### config.mk
export PLATFORM = sky130hd
export DESIGN_NAME = mc_control_fsm
export DESIGN_NICKNAME = d
export VERILOG_FILES = /design/src/rtl/mc_control_fsm.sv
export SDC_FILE = /design/constraint.sdc
export NUM_CORES = 1
export LEC_CHECK = 0
export ABC_AREA = 1
export CAP_MARGIN = 15
export CORE_MARGIN = 2
export CORE_UTILIZATION = 38
export CTS_CLUSTER_DIAMETER = 30
export DETAILED_ROUTE_END_ITERATION = 10
export GPL_ROUTABILITY_DRIVEN = 0
export HOLD_SLACK_MARGIN = 0.12
export PLACE_DENSITY_LB_ADDON = 0.1
export SLEW_MARGIN = 20
export SYNTH_ARGS = -nofsm -noshare
export SYNTH_HDL_FRONTEND = slang
export SYNTH_SLANG_ARGS = --single-unit
### constraint.sdc
create_clock -name clk -period 1.26 [get_ports clk]
set_input_delay 0.252 -clock clk [delete_from_list [all_inputs] [get_ports clk]]
set_output_delay 0.252 -clock clk [all_outputs]
set_load 0.005 [all_outputs]
### src/rtl/mc_control_fsm.sv
// mc_control_fsm: multicycle RV32I control FSM (fetch/decode/execute/mem/wb)
// with memory wait states (ready/valid or fixed MEM_LATENCY). `MC_SHIFT_EN adds shifts.
// In : clk, reset, opcode, funct3, funct7_b5, alu_zero/lt/ltu, mem_ready
// Out: pc_write, adr_source, mem_read, mem_write, ir_write, reg_write,
//      imm_source, alu_src_a, alu_src_b, alu_control, result_source,
//      instr_done, illegal_instr
module mc_control_fsm #(
  parameter int ALU_CTRL_W    = 4,
  parameter bit MEM_HANDSHAKE = 1'b1,
  parameter int MEM_LATENCY   = 1
) (
  input  logic                  clk,
  input  logic                  reset,
  input  logic [6:0]            opcode,
  input  logic [2:0]            funct3,
  input  logic                  funct7_b5,
  input  logic                  alu_zero,
  input  logic                  alu_lt,
  input  logic                  alu_ltu,
  input  logic                  mem_ready,
  output logic                  pc_write,
  output logic                  adr_source,
  output logic                  mem_read,
  output logic                  mem_write,
  output logic                  ir_write,
  output logic                  reg_write,
  output logic [2:0]            imm_source,
  output logic [1:0]            alu_src_a,
  output logic [1:0]            alu_src_b,
  output logic [ALU_CTRL_W-1:0] alu_control,
  output logic [1:0]            result_source,
  output logic                  instr_done,
  output logic                  illegal_instr
);

  localparam logic [6:0] OP_LOAD  = 7'b0000011;
  localparam logic [6:0] OP_STORE = 7'b0100011;
  localparam logic [6:0] OP_R     = 7'b0110011;
  localparam logic [6:0] OP_I     = 7'b0010011;
  localparam logic [6:0] OP_BR    = 7'b1100011;
  localparam logic [6:0] OP_JAL   = 7'b1101111;
  localparam logic [6:0] OP_JALR  = 7'b1100111;
  localparam logic [6:0] OP_LUI   = 7'b0110111;
  localparam logic [6:0] OP_AUIPC = 7'b0010111;

  localparam int CW = (MEM_LATENCY > 1) ? $clog2(MEM_LATENCY) : 1;

  typedef enum logic [3:0] {
    S_RESET, S_FETCH, S_DECODE, S_EXECUTE,
    S_MEM_RD, S_WB_MEM, S_MEM_WR, S_WB_ALU,
    S_WB_LINK, S_JUMP, S_BR_TAKEN, S_PC_PLUS_4
  } state_t;

  state_t        state, state_n;
  logic [CW-1:0] cnt;
  logic          mem_done;
  logic [3:0]    alu_op;
  logic          alu_ok;
  logic          br_taken;
  logic          br_ok;
  logic [3:0]    alu_sel;

  assign mem_done = MEM_HANDSHAKE ? mem_ready
                                  : (cnt == CW'(MEM_LATENCY - 1));

  assign alu_control = ALU_CTRL_W'(alu_sel);

  always_ff @(posedge clk) begin
    if (reset) begin
      state <= S_RESET;
    end else begin
      state <= state_n;
    end
  end

  // Wait counter restarts whenever the state changes.
  always_ff @(posedge clk) begin
    if (reset) begin
      cnt <= '0;
    end else if (state_n != state) begin
      cnt <= '0;
    end else if (!mem_done) begin
      cnt <= cnt + CW'(1);
    end
  end

  always_comb begin
    alu_op = 4'd0;
    alu_ok = 1'b1;
    case (funct3)
      3'b000:  alu_op = (opcode == OP_R && funct7_b5) ? 4'd1 : 4'd0;
      3'b100:  alu_op = 4'd4;
      3'b110:  alu_op = 4'd3;
      3'b111:  alu_op = 4'd2;
      3'b010:  alu_op = 4'd5;
      3'b011:  alu_op = 4'd6;
`ifdef MC_SHIFT_EN
      3'b001:  alu_op = 4'd7;
      3'b101:  alu_op = funct7_b5 ? 4'd9 : 4'd8;
`else
      3'b001:  alu_ok = 1'b0;
      3'b101:  alu_ok = 1'b0;
`endif
      default: alu_ok = 1'b0;
    endcase
  end

  always_comb begin
    br_taken = 1'b0;
    br_ok    = 1'b1;
    case (funct3)
      3'b000:  br_taken = alu_zero;
      3'b001:  br_taken = !alu_zero;
      3'b100:  br_taken = alu_lt;
      3'b101:  br_taken = !alu_lt;
      3'b110:  br_taken = alu_ltu;
      3'b111:  br_taken = !alu_ltu;
      default: br_ok    = 1'b0;
    endcase
  end

  always_comb begin
    state_n       = S_FETCH;
    pc_write      = 1'b0;
    adr_source    = 1'b0;
    mem_read      = 1'b0;
    mem_write     = 1'b0;
    ir_write      = 1'b0;
    reg_write     = 1'b0;
    imm_source    = 3'd0;
    alu_src_a     = 2'd0;
    alu_src_b     = 2'd0;
    alu_sel       = 4'd0;
    result_source = 2'd0;
    instr_done    = 1'b0;
    illegal_instr = 1'b0;

    case (state)
      S_RESET: state_n = S_FETCH;

      S_FETCH: begin
        mem_read = 1'b1;
        if (mem_done) begin
          ir_write = 1'b1;
          state_n  = S_DECODE;
        end else begin
          state_n  = S_FETCH;
        end
      end

      S_DECODE: begin
        state_n = S_EXECUTE;
        case (opcode)
          OP_STORE:        imm_source = 3'd1;
          OP_BR:           imm_source = 3'd2;
          OP_JAL:          imm_source = 3'd3;
          OP_LUI, OP_AUIPC: imm_source = 3'd4;
          default:         imm_source = 3'd0;
        endcase
      end

      S_EXECUTE: begin
        state_n = S_PC_PLUS_4;
        case (opcode)
          OP_LOAD: begin
            alu_src_a = 2'd2;
            alu_src_b = 2'd1;
            state_n   = S_MEM_RD;
          end
          OP_STORE: begin
            alu_src_a  = 2'd2;
            alu_src_b  = 2'd1;
            imm_source = 3'd1;
            state_n    = S_MEM_WR;
          end
          OP_R, OP_I: begin
            if (alu_ok) begin
              alu_src_a = 2'd2;
              alu_src_b = (opcode == OP_I) ? 2'd1 : 2'd0;
              alu_sel   = alu_op;
              state_n   = S_WB_ALU;
            end else begin
              illegal_instr = 1'b1;
            end
          end
          OP_LUI: begin
            alu_src_a  = 2'd3;
            alu_src_b  = 2'd1;
            imm_source = 3'd4;
            state_n    = S_WB_ALU;
          end
          OP_AUIPC: begin
            alu_src_a  = 2'd1;
            alu_src_b  = 2'd1;
            imm_source = 3'd4;
            state_n    = S_WB_ALU;
          end
          OP_JAL, OP_JALR: begin
            alu_src_a = 2'd1;
            alu_src_b = 2'd2;
            state_n   = S_WB_LINK;
          end
          OP_BR: begin
            if (br_ok) begin
              alu_src_a = 2'd2;
              alu_src_b = 2'd0;
              alu_sel   = 4'd1;
              state_n   = br_taken ? S_BR_TAKEN : S_PC_PLUS_4;
            end else begin
              illegal_instr = 1'b1;
            end
          end
          default: illegal_instr = 1'b1;
        endcase
      end

      S_MEM_RD: begin
        mem_read   = 1'b1;
        adr_source = 1'b1;
        state_n    = mem_done ? S_WB_MEM : S_MEM_RD;
      end

      S_WB_MEM: begin
        result_source = 2'd1;
        reg_write     = 1'b1;
        state_n       = S_PC_PLUS_4;
      end

      S_MEM_WR: begin
        mem_write  = 1'b1;
        adr_source = 1'b1;
        state_n    = mem_done ? S_PC_PLUS_4 : S_MEM_WR;
      end

      S_WB_ALU, S_WB_LINK: begin
        result_source = 2'd2;
        reg_write     = 1'b1;
        state_n       = (state == S_WB_LINK) ? S_JUMP : S_PC_PLUS_4;
      end

      S_JUMP: begin
        // JALR target bit 0 is cleared in the datapath.
        if (opcode == OP_JALR) begin
          alu_src_a  = 2'd2;
          imm_source = 3'd0;
        end else begin
          alu_src_a  = 2'd1;
          imm_source = 3'd3;
        end
        alu_src_b  = 2'd1;
        pc_write   = 1'b1;
        instr_done = 1'b1;
      end

      S_BR_TAKEN: begin
        alu_src_a  = 2'd1;
        alu_src_b  = 2'd1;
        imm_source = 3'd2;
        pc_write   = 1'b1;
        instr_done = 1'b1;
      end

      S_PC_PLUS_4: begin
        alu_src_a  = 2'd1;
        alu_src_b  = 2'd2;
        pc_write   = 1'b1;
        instr_done = 1'b1;
      end

      default: state_n = S_FETCH;
    endcase

    // Reset kills any in-flight request in the same cycle.
    if (reset) begin
      pc_write      = 1'b0;
      adr_source    = 1'b0;
      mem_read      = 1'b0;
      mem_write     = 1'b0;
      ir_write      = 1'b0;
      reg_write     = 1'b0;
      imm_source    = 3'd0;
      alu_src_a     = 2'd0;
      alu_src_b     = 2'd0;
      alu_sel       = 4'd0;
      result_source = 2'd0;
      instr_done    = 1'b0;
      illegal_instr = 1'b0;
    end
  end

endmodule

==> metrics.md, run 1 <==
| Metric | Value |
|---|---|
| H-Tree Level Count | 1 |
| Core Rows | 17 |
| Number of synthesized flops with an enable pin | 0 |
| Synth top cells by count | 32 x nand2_1, 17 x inv_1, 13 x nor2_1 |
| Post-synth top area cell | nand2_1 |
| Syn Std Cell Area | around 880 um2 |
| Pin count of the biggest net entering global routing | 11 |
| Status | aborted with a tool error |
| Mux contribution to synthesized area | 0 |
| Die H | around 52 um |
| DP HPWL | 2640 um |
| # clock sinks | 4 |
| Ys Warns | 0 |
| Yosys cell types | 27 |
| Error msg | [ERROR DPL-0038] Utilization greater than 100%, impossible to legalize |
| Boundary Pins | 38 |
| Die X | 52.2 um |
| Share of the synthesized area in the top cell type | 0.136 |
| Synth area leaders | nand2_1 14%, dfxtp_1 9.1%, nor2_2 7.8% |
| Register area share after synthesis | 0.0907 |
| Largest family of logic cells by synthesized area | simple AND/OR/NAND/NOR gates |
| Syn nets | approximately 180 |
| Failed at | 5_1_grt |
| Fraction of the mapped netlist area in simple logic gates | 0.550 |
| Yosys reg bits | 4 |
| Synth Area in XOR/XNOR | 0.00992 |
| IO buf count | 36 |
| Cts hold-fix bufs | 0 |
| Root Driver | clkbuf_4 |
| Complex-gate fraction of the synthesized area | 0.187 |
| Main synth FF type | dfxtp_1 |
| Starting Density | 0.399 |
| CTS Buf Count | 3 |
| Synthesized instance count | ~160 |
| Clock Tree Buf Depth | 2 |
| Worst EP kind | top-level output |
| Mean Syn Cell Area | roughly 5.4 um2 |
| Worst endpoint after global-route timing repair | alu_src_a[0] |
| Top-count cell post-synth | nand2_1 |
| Async S/R FF share, synth | 0 |
| Adder-Cell Fraction of Synth Area | 0 |
==> cell families after synthesis <==
group	count (synthesis)
flip-flops	4
other	1
XOR/XNOR	1
buffers and inverters	33
AND/OR/NAND/NOR	95
AO/OA/AOI/OAI	30
==> through the flow <==
| stage | setup WS (ns) | instance area, um2 | hold slack [ns] | instances | TNS, ns |
|---|---|---|---|---|---|
| 2_1_floorplan | -0.00813 | 896 | 0.442 | 164 | -0.00813 |
| 3_3_place_gp | -1.10 | 1590 | 0.769 | 268 | -18.31 |
| 3_5_place_dp | -1.11 | 1590 | 0.778 | 268 | -19.07 |
| 4_1_cts | -0.458 | 2010 | 0.525 | 298 | -6.39 |
==> timing repair <==
item,CTS
buffers inserted,30
endpoints found under the hold margin,0
resized for setup,203
pin swaps,42
endpoints found under the setup margin,24
==> inputs of run 2 (changes only) <==
--- a/config.mk
+++ b/config.mk
@@ -7,13 +7,11 @@
 export LEC_CHECK = 0
 export ABC_AREA = 1
 export CAP_MARGIN = 15
-export CORE_MARGIN = 2
-export CORE_UTILIZATION = 38
-export CTS_CLUSTER_DIAMETER = 30
+export CORE_AREA = 2 2 63 65
 export DETAILED_ROUTE_END_ITERATION = 10
+export DIE_AREA = 0 0 65 67
 export GPL_ROUTABILITY_DRIVEN = 0
-export HOLD_SLACK_MARGIN = 0.12
-export PLACE_DENSITY_LB_ADDON = 0.1
+export PLACE_DENSITY_LB_ADDON = 0.15
 export SLEW_MARGIN = 20
 export SYNTH_ARGS = -nofsm -noshare
 export SYNTH_HDL_FRONTEND = slang
==> constraint.sdc (replaced) <==
create_clock -name clk -period 1.6 [get_ports clk]
set_input_delay 0.32 -clock clk [delete_from_list [all_inputs] [get_ports clk]]
set_output_delay 0.32 -clock clk [all_outputs]
set_load 0.005 [all_outputs]
==> run 2 against run 1 <==
  * The flow now finishes, with violations (setup timing)
  * Synthesized cell count did not move
  * Area after synthesis did not move
==> metrics.md, run 2 <==
| Metric | Value |
|---|---|
| Status | finished, violations left |
| Failing checks | setup timing |
| Die area | about 0.0044 mm2 |
| Main synth FF type | dfxtp_1 |
| Clock Tree Buf Depth | 2 |
| Share of the synthesized area in the top cell type | 0.136 |
| IO buf count | 36 |
| RSZ-0062 raised after global routing | yes |
| Die H | ~67 um |
| Synth top cells by count | 32 x nand2_1, 17 x inv_1, 13 x nor2_1 |
| Pre-CTS setup slack | -0.913 ns |
| Layout Nets | ~300 |
| Fill cell count | 287 |
| Root Driver | clkbuf_8 |
| Worst setup path category | reg -> out |
| Fmax | approximately 560 MHz |
| Setup Viol. Count Final | 12 |
| Startpoint class of the critical path | flop |
| Final Util | 0.645 |
| Tmin final | 1.79 ns |
| Synth area leaders | nand2_1 14%, dfxtp_1 9.1%, nor2_2 7.8% |
| Top Registers | state (4) |
| Max IR drop VDD | 0.417 mV |
| Vias in the first global route | ~1,700 |
| Diodes inserted | 0 |
| Largest Register | state |
| Leading cell types in the layout, fill and taps excluded | 69 x buf_4, 27 x buf_6, 17 x nor2_4, 17 x nand2_1, 17 x buf_2 |
| Reg2reg setup slack | approximately 0.12 ns |
| Max reg flops | 4 |
| Power Density | 614 mW/mm2 |
| Worst Path Max Fanout | 3 |
| Boundary Pins | 38 |
| Mean Syn Cell Area | about 5.4 um2 |
| Initial antenna violation count | 0 |
| Number of synthesized flops with an enable pin | 0 |
| Worst-skew pair later-pin latency | roughly 0.22 ns |
| DP HPWL | about 2600 um |
| CP Data Required Time | approximately 1.3 ns |
| Via count | ~1,700 |
| Non-filler cells, final | approximately 340 |
| Pin count of the biggest net entering global routing | 13 |
| Post-synth top area cell | nand2_1 |
| DRC Markers | 0 |
| Worst Slack Setup Final | -0.193 ns |
| Total core area | roughly 0.0036 mm2 |
| Share of cells above drive strength 1 | 0.716 |
| Hold Path Cell Cnt | 3 |
| Syn-to-layout area delta | 163% |
| Commonest non-fill, non-tap cell in the layout | buf_4 |
| H-Tree Level Count | 1 |
| Cts hold-fix bufs | 0 |
| Synthesized instance count | approximately 160 |
| CP arrival | ~1.5 ns |
| Setup TNS | -0.881 ns |
| Syn Std Cell Area | slightly below 900 um2 |
| Placed Instances | between 200 and 300 |
| First-pass DRT Iterations | 4 |
| Die X | around 65 um |
| Core Rows | 22 |
| Antenna viol nets, final | 0 |
| Period utilization | 1.12 |
| Static Leak | approximately 1.2 nW |
| Multi-input gate area | 956 um2 |
| CTS tree | built |
| CTS Buf Count | 3 |
| DRT iter0 DRCs | 64 |
| Crit end category | output port |
| Final WL | between 5000 and 6000 um |
| Fin. max-slew vios | 0 |
| Reg2reg end | state[0] |
| Worst r2r path cells | 11 |
| Overall routing resource usage | 0.218 |
| Final Hold Fails | 0 |
| Worst reg2reg path startpoint | state[2] |
| Total congestion overflow | 0 |
| Starting Density | 0.245 |
| Ys Warns | 0 |
| Vias per inst | approximately 5 |
| Yosys reg bits | 4 |
| Register area share after synthesis | 0.0907 |
| # Max-Cap Violations | 0 |
| Top-count cell post-synth | nand2_1 |
| Yosys cell types | 27 |
| Min-delay src | reset |
| Wirelength per Cell | about 15 um |
| Clk_skew | 0.00337 ns |
| Async S/R FF share, synth | 0 |
| Worst Hold End | state[1] |
| # clock sinks | 4 |
| Syn nets | between 150 and 200 |
| Hold Path Class | in -> reg |
| Worst-path clk slew | around 0.03 ns |
| Final Total Pwr | roughly 1.4 mW |
| First-pass GRT wire length | 7420 um |
| Storage element area | ~90 um2 |
==> run 2: cell counts after synthesis <==
No cell type changed its count.
==> run 2: repair_timing <==
| item | CTS | global route |
|---|---|---|
| gates resized for setup | 182 | 56 |
| endpoints found under the setup margin | 22 | 20 |
| hold endpoints to repair | 0 | 0 |
| gates cloned | 0 | 0 |
| buffers inserted | 39 | 9 |
| pin swaps | 35 | 30 |
==> run 2: final cells by class <==
class,count,area share
Timing Repair Buffer,127,0.454
Multi-Input combinational cell,127,0.411
Inverter,28,0.0527
Sequential cell,4,0.0387
Tap cell,48,0.0258
Clock buffer,3,0.0177
==> run 2: kinds of logic after synthesis <==
| logic type | count (synthesis) | share of synthesized area |
|---|---|---|
| AOI/OAI and AO/OA | 30 | 0.187 |
| xor gates and xnor gates | 1 | 0.00992 |
| buffers and inverters | 33 | 0.159 |
| DFF | 4 | 0.0907 |
| other | 1 | 0.00425 |
| and+or+nand+nor | 95 | 0.550 |
==> run 2: worst max-delay path by stage <==
| stage | from | to | depth (start not counted) |
|---|---|---|---|
| CTS | state[1] | alu_src_a[1] | 7 |
| finish | state[3] | imm_source[0] | 10 |
| global placement | opcode[2] | alu_src_a[1] | 9 |
| global route | state[0] | alu_src_a[1] | 7 |
| floorplan | state[3] | alu_src_a[1] | 7 |
| detailed placement | opcode[2] | alu_src_a[1] | 9 |
==> run 2: metrics by stage <==
step	instance area [um2]	hold WS [ns]
after floorplan	883	0.510
after global placement	1620	0.769
after detailed placement	1620	0.755
after CTS	2160	0.600
after global routing	2330	0.664
final	2330	0.658
==> run 2: per-layer routing <==
metal	wire length [um]	vias up	track usage
met5	0	-	0
met4	267	0	0.0984
met3	313	30	0.0456
met2	2580	74	0.412
met1	1900	766	0.230
li1	-	796	-
==> run 2: report_power, final <==
group / switching (mW) / internal (mW) / total [mW]
registers: 0.0446 / 0.134 / 0.178
logic: 0.501 / 0.535 / 1.04
clock network: 0.0541 / 0.161 / 0.215
total: 0.599 / 0.829 / 1.43
==> run 2: worst max-delay path, stage by stage (launching register included) <==
cell     delay [ns]
dfxtp_2        0.34
inv_2          0.06
nor2_4         0.10
inv_2          0.07
buf_6          0.13
nor2_4         0.13
nand2_1        0.07
o21ai_1        0.09
o21ai_1        0.08
inv_1          0.07
buf_2          0.11
No activity file was read; power rests on OpenSTA's default activity.
==> inputs of run 3 (changes only) <==
--- a/config.mk
+++ b/config.mk
@@ -11,6 +11,7 @@
 export DETAILED_ROUTE_END_ITERATION = 10
 export DIE_AREA = 0 0 65 67
 export GPL_ROUTABILITY_DRIVEN = 0
+export MAX_ROUTING_LAYER = met4
 export PLACE_DENSITY_LB_ADDON = 0.15
 export SLEW_MARGIN = 20
 export SYNTH_ARGS = -nofsm -noshare
==> run 3 against run 2 <==
  * The run still ends with setup timing left
  * Clock power about the same
  * Cell area unchanged
  * First-iteration DRC count up 3.1%
  * Final cell count unchanged
  * Count of clock-buffer cells in the layout unchanged
  * Clock skew about the same
  * Routed wire length down 0.81%
  * Via count up 0.48%
  * Highest routed layer unchanged
  * Hold slack about the same
  * Sequential power about the same
  * Sequential cell count unchanged
  * Global-route usage up 0.61 points
  * Critical path type unchanged
  * Largest cell class unchanged
==> metrics.md, run 3 (same netlist as run 2, synthesis figures left out) <==
| Metric | Value |
|---|---|
| Hold Path Class | in -> reg |
| Final Hold Fails | 0 |
| Starting Density | 0.245 |
| Final Total Pwr | 1.43 mW |
| Commonest non-fill, non-tap cell in the layout | buf_4 |
| Clock Tree Buf Depth | 2 |
| Die X | 65 um |
| Period utilization | 1.12 |
| DRC Markers | 0 |
| First-pass GRT wire length | ~7400 um |
| Vias in the first global route | about 1,700 |
| Pre-CTS setup slack | -0.913 ns |
| Worst Slack Setup Final | -0.188 ns |
| H-Tree Level Count | 1 |
| Vias per inst | a little under 5 |
| Power share of the combinational group | 0.725 |
| Clock share of power | 0.150 |
| CP arrival | 1.47 ns |
| Total core area | approximately 0.0036 mm2 |
| Final Util | 0.645 |
| Worst Path Max Fanout | 3 |
| Pin count of the biggest net entering global routing | 13 |
| Crit end category | output port |
| Total congestion overflow | 0 |
| Die H | around 67 um |
| CP Data Required Time | approximately 1.3 ns |
| Fmax | between 500 and 600 MHz |
| Clk_skew | approximately 0.0034 ns |
| Diodes inserted | 0 |
| Failing checks | setup timing |
| DP HPWL | about 2600 um |
| # Max-Cap Violations | 0 |
| Core Rows | 22 |
| Max IR drop VDD | around 0.42 mV |
| Largest Register | state |
| Setup Viol. Count Final | 11 |
| Status | finished, violations left |
| Final WL | ~5000 um |
| Net switching fraction of the power | 0.419 |
| Boundary Pins | 38 |
| P_int | 0.829 mW |
| Worst-path clk slew | ~0.030 ns |
| Syn-to-layout area delta | 163% |
| Sequential Power Share | 0.125 |
| Share of cells above drive strength 1 | 0.716 |
| First-pass DRT Iterations | 4 |
| Top Registers | state (4) |
| Setup TNS | -0.826 ns |
| Leading cell types in the layout, fill and taps excluded | 69 x buf_4, 27 x buf_6, 17 x nor2_4, 17 x nand2_1, 17 x buf_2 |
| Fin. max-slew vios | 0 |
| Wirelength per Cell | 14.9 um |
| CTS tree | built |
| Root Driver | clkbuf_8 |
| # clock sinks | 4 |
| Overall routing resource usage | 0.224 |
| Static Leak | roughly 1.2 nW |
| Via count | roughly 1,700 |
| Worst setup path category | reg -> out |
| CTS Buf Count | 3 |
| Layout Nets | a little over 300 |
| Power Density | 613 mW/mm2 |
| RSZ-0062 raised after global routing | yes |
| Worst-skew pair later-pin latency | 0.22 ns |
| Initial antenna violation count | 0 |
| DRT iter0 DRCs | between 60 and 70 |
| Max reg flops | 4 |
| Tmin final | approximately 1.8 ns |
| Die area | between 0.004 and 0.005 mm2 |
| Antenna viol nets, final | 0 |
| Startpoint class of the critical path | flop |
| NetSw | roughly 0.6 mW |
| IO buf count | 36 |
[run 3: worst max-delay path: stages (launching register included)]
cell and delay (ns):
dfxtp_2 0.34, inv_2 0.06, nor2_4 0.10, inv_2 0.08
buf_6 0.13, nor2_4 0.13, nand2_1 0.07, o21ai_1 0.08
o21ai_1 0.08, inv_1 0.07, buf_2 0.11
[run 3: final timing paths]
| check | to | slack (ns) | depth (start not counted) | start |
|---|---|---|---|---|
| worst max-delay path | imm_source[0] | -0.19 | 10 | state[3] |
| worst min-delay path | state[1] | 0.66 | 3 | reset |
| worst max register to register | state[0] | 0.12 | 11 | state[2] |
| worst min register to register | state[2] | 0.79 | 4 | state[2] |
[run 3: final cells by class]
class | count | area [um2]
Multi-Input combinational cell | 127 | 956
Tap cell | 48 | 60.1
Sequential cell | 4 | 90.1
Timing Repair Buffer | 127 | 1060
Fill cell | 287 | 1280
Clock buffer | 3 | 41.3
Inverter | 28 | 123
[run 3: routing by layer]
layer  up-vias  GRT usage  routed length [um]
li1        794          -                   -
met5         -          -                   0
met4         0     0.0931                 266
met2        74      0.415                2580
met3        30     0.0456                 299
met1       776      0.231                1870
[run 3: power groups by stage]
stage          Combinational (mW)  Clock, mW  Sequential, mW
6_report                     1.03      0.215           0.178
5_1_grt                      1.10      0.234           0.181
4_1_cts                     0.869      0.220           0.176
3_5_place_dp                0.580          0           0.171
3_3_place_gp                0.577          0           0.170
2_1_floorplan               0.306          0           0.145
[run 3: what timing repair did]
action,CTS,global route
setup endpoints to repair,22,20
hold buffers,0,0
buffers inserted,39,9
pin swaps,35,30
resized for setup,182,56
[run 3: stage by stage]
stage	hold WS (ns)	instances	area, um2
floorplan	0.510	164	883
global placement	0.769	290	1620
detailed placement	0.755	290	1620
CTS	0.600	332	2160
global route	0.664	337	2330
finish	0.658	337	2330
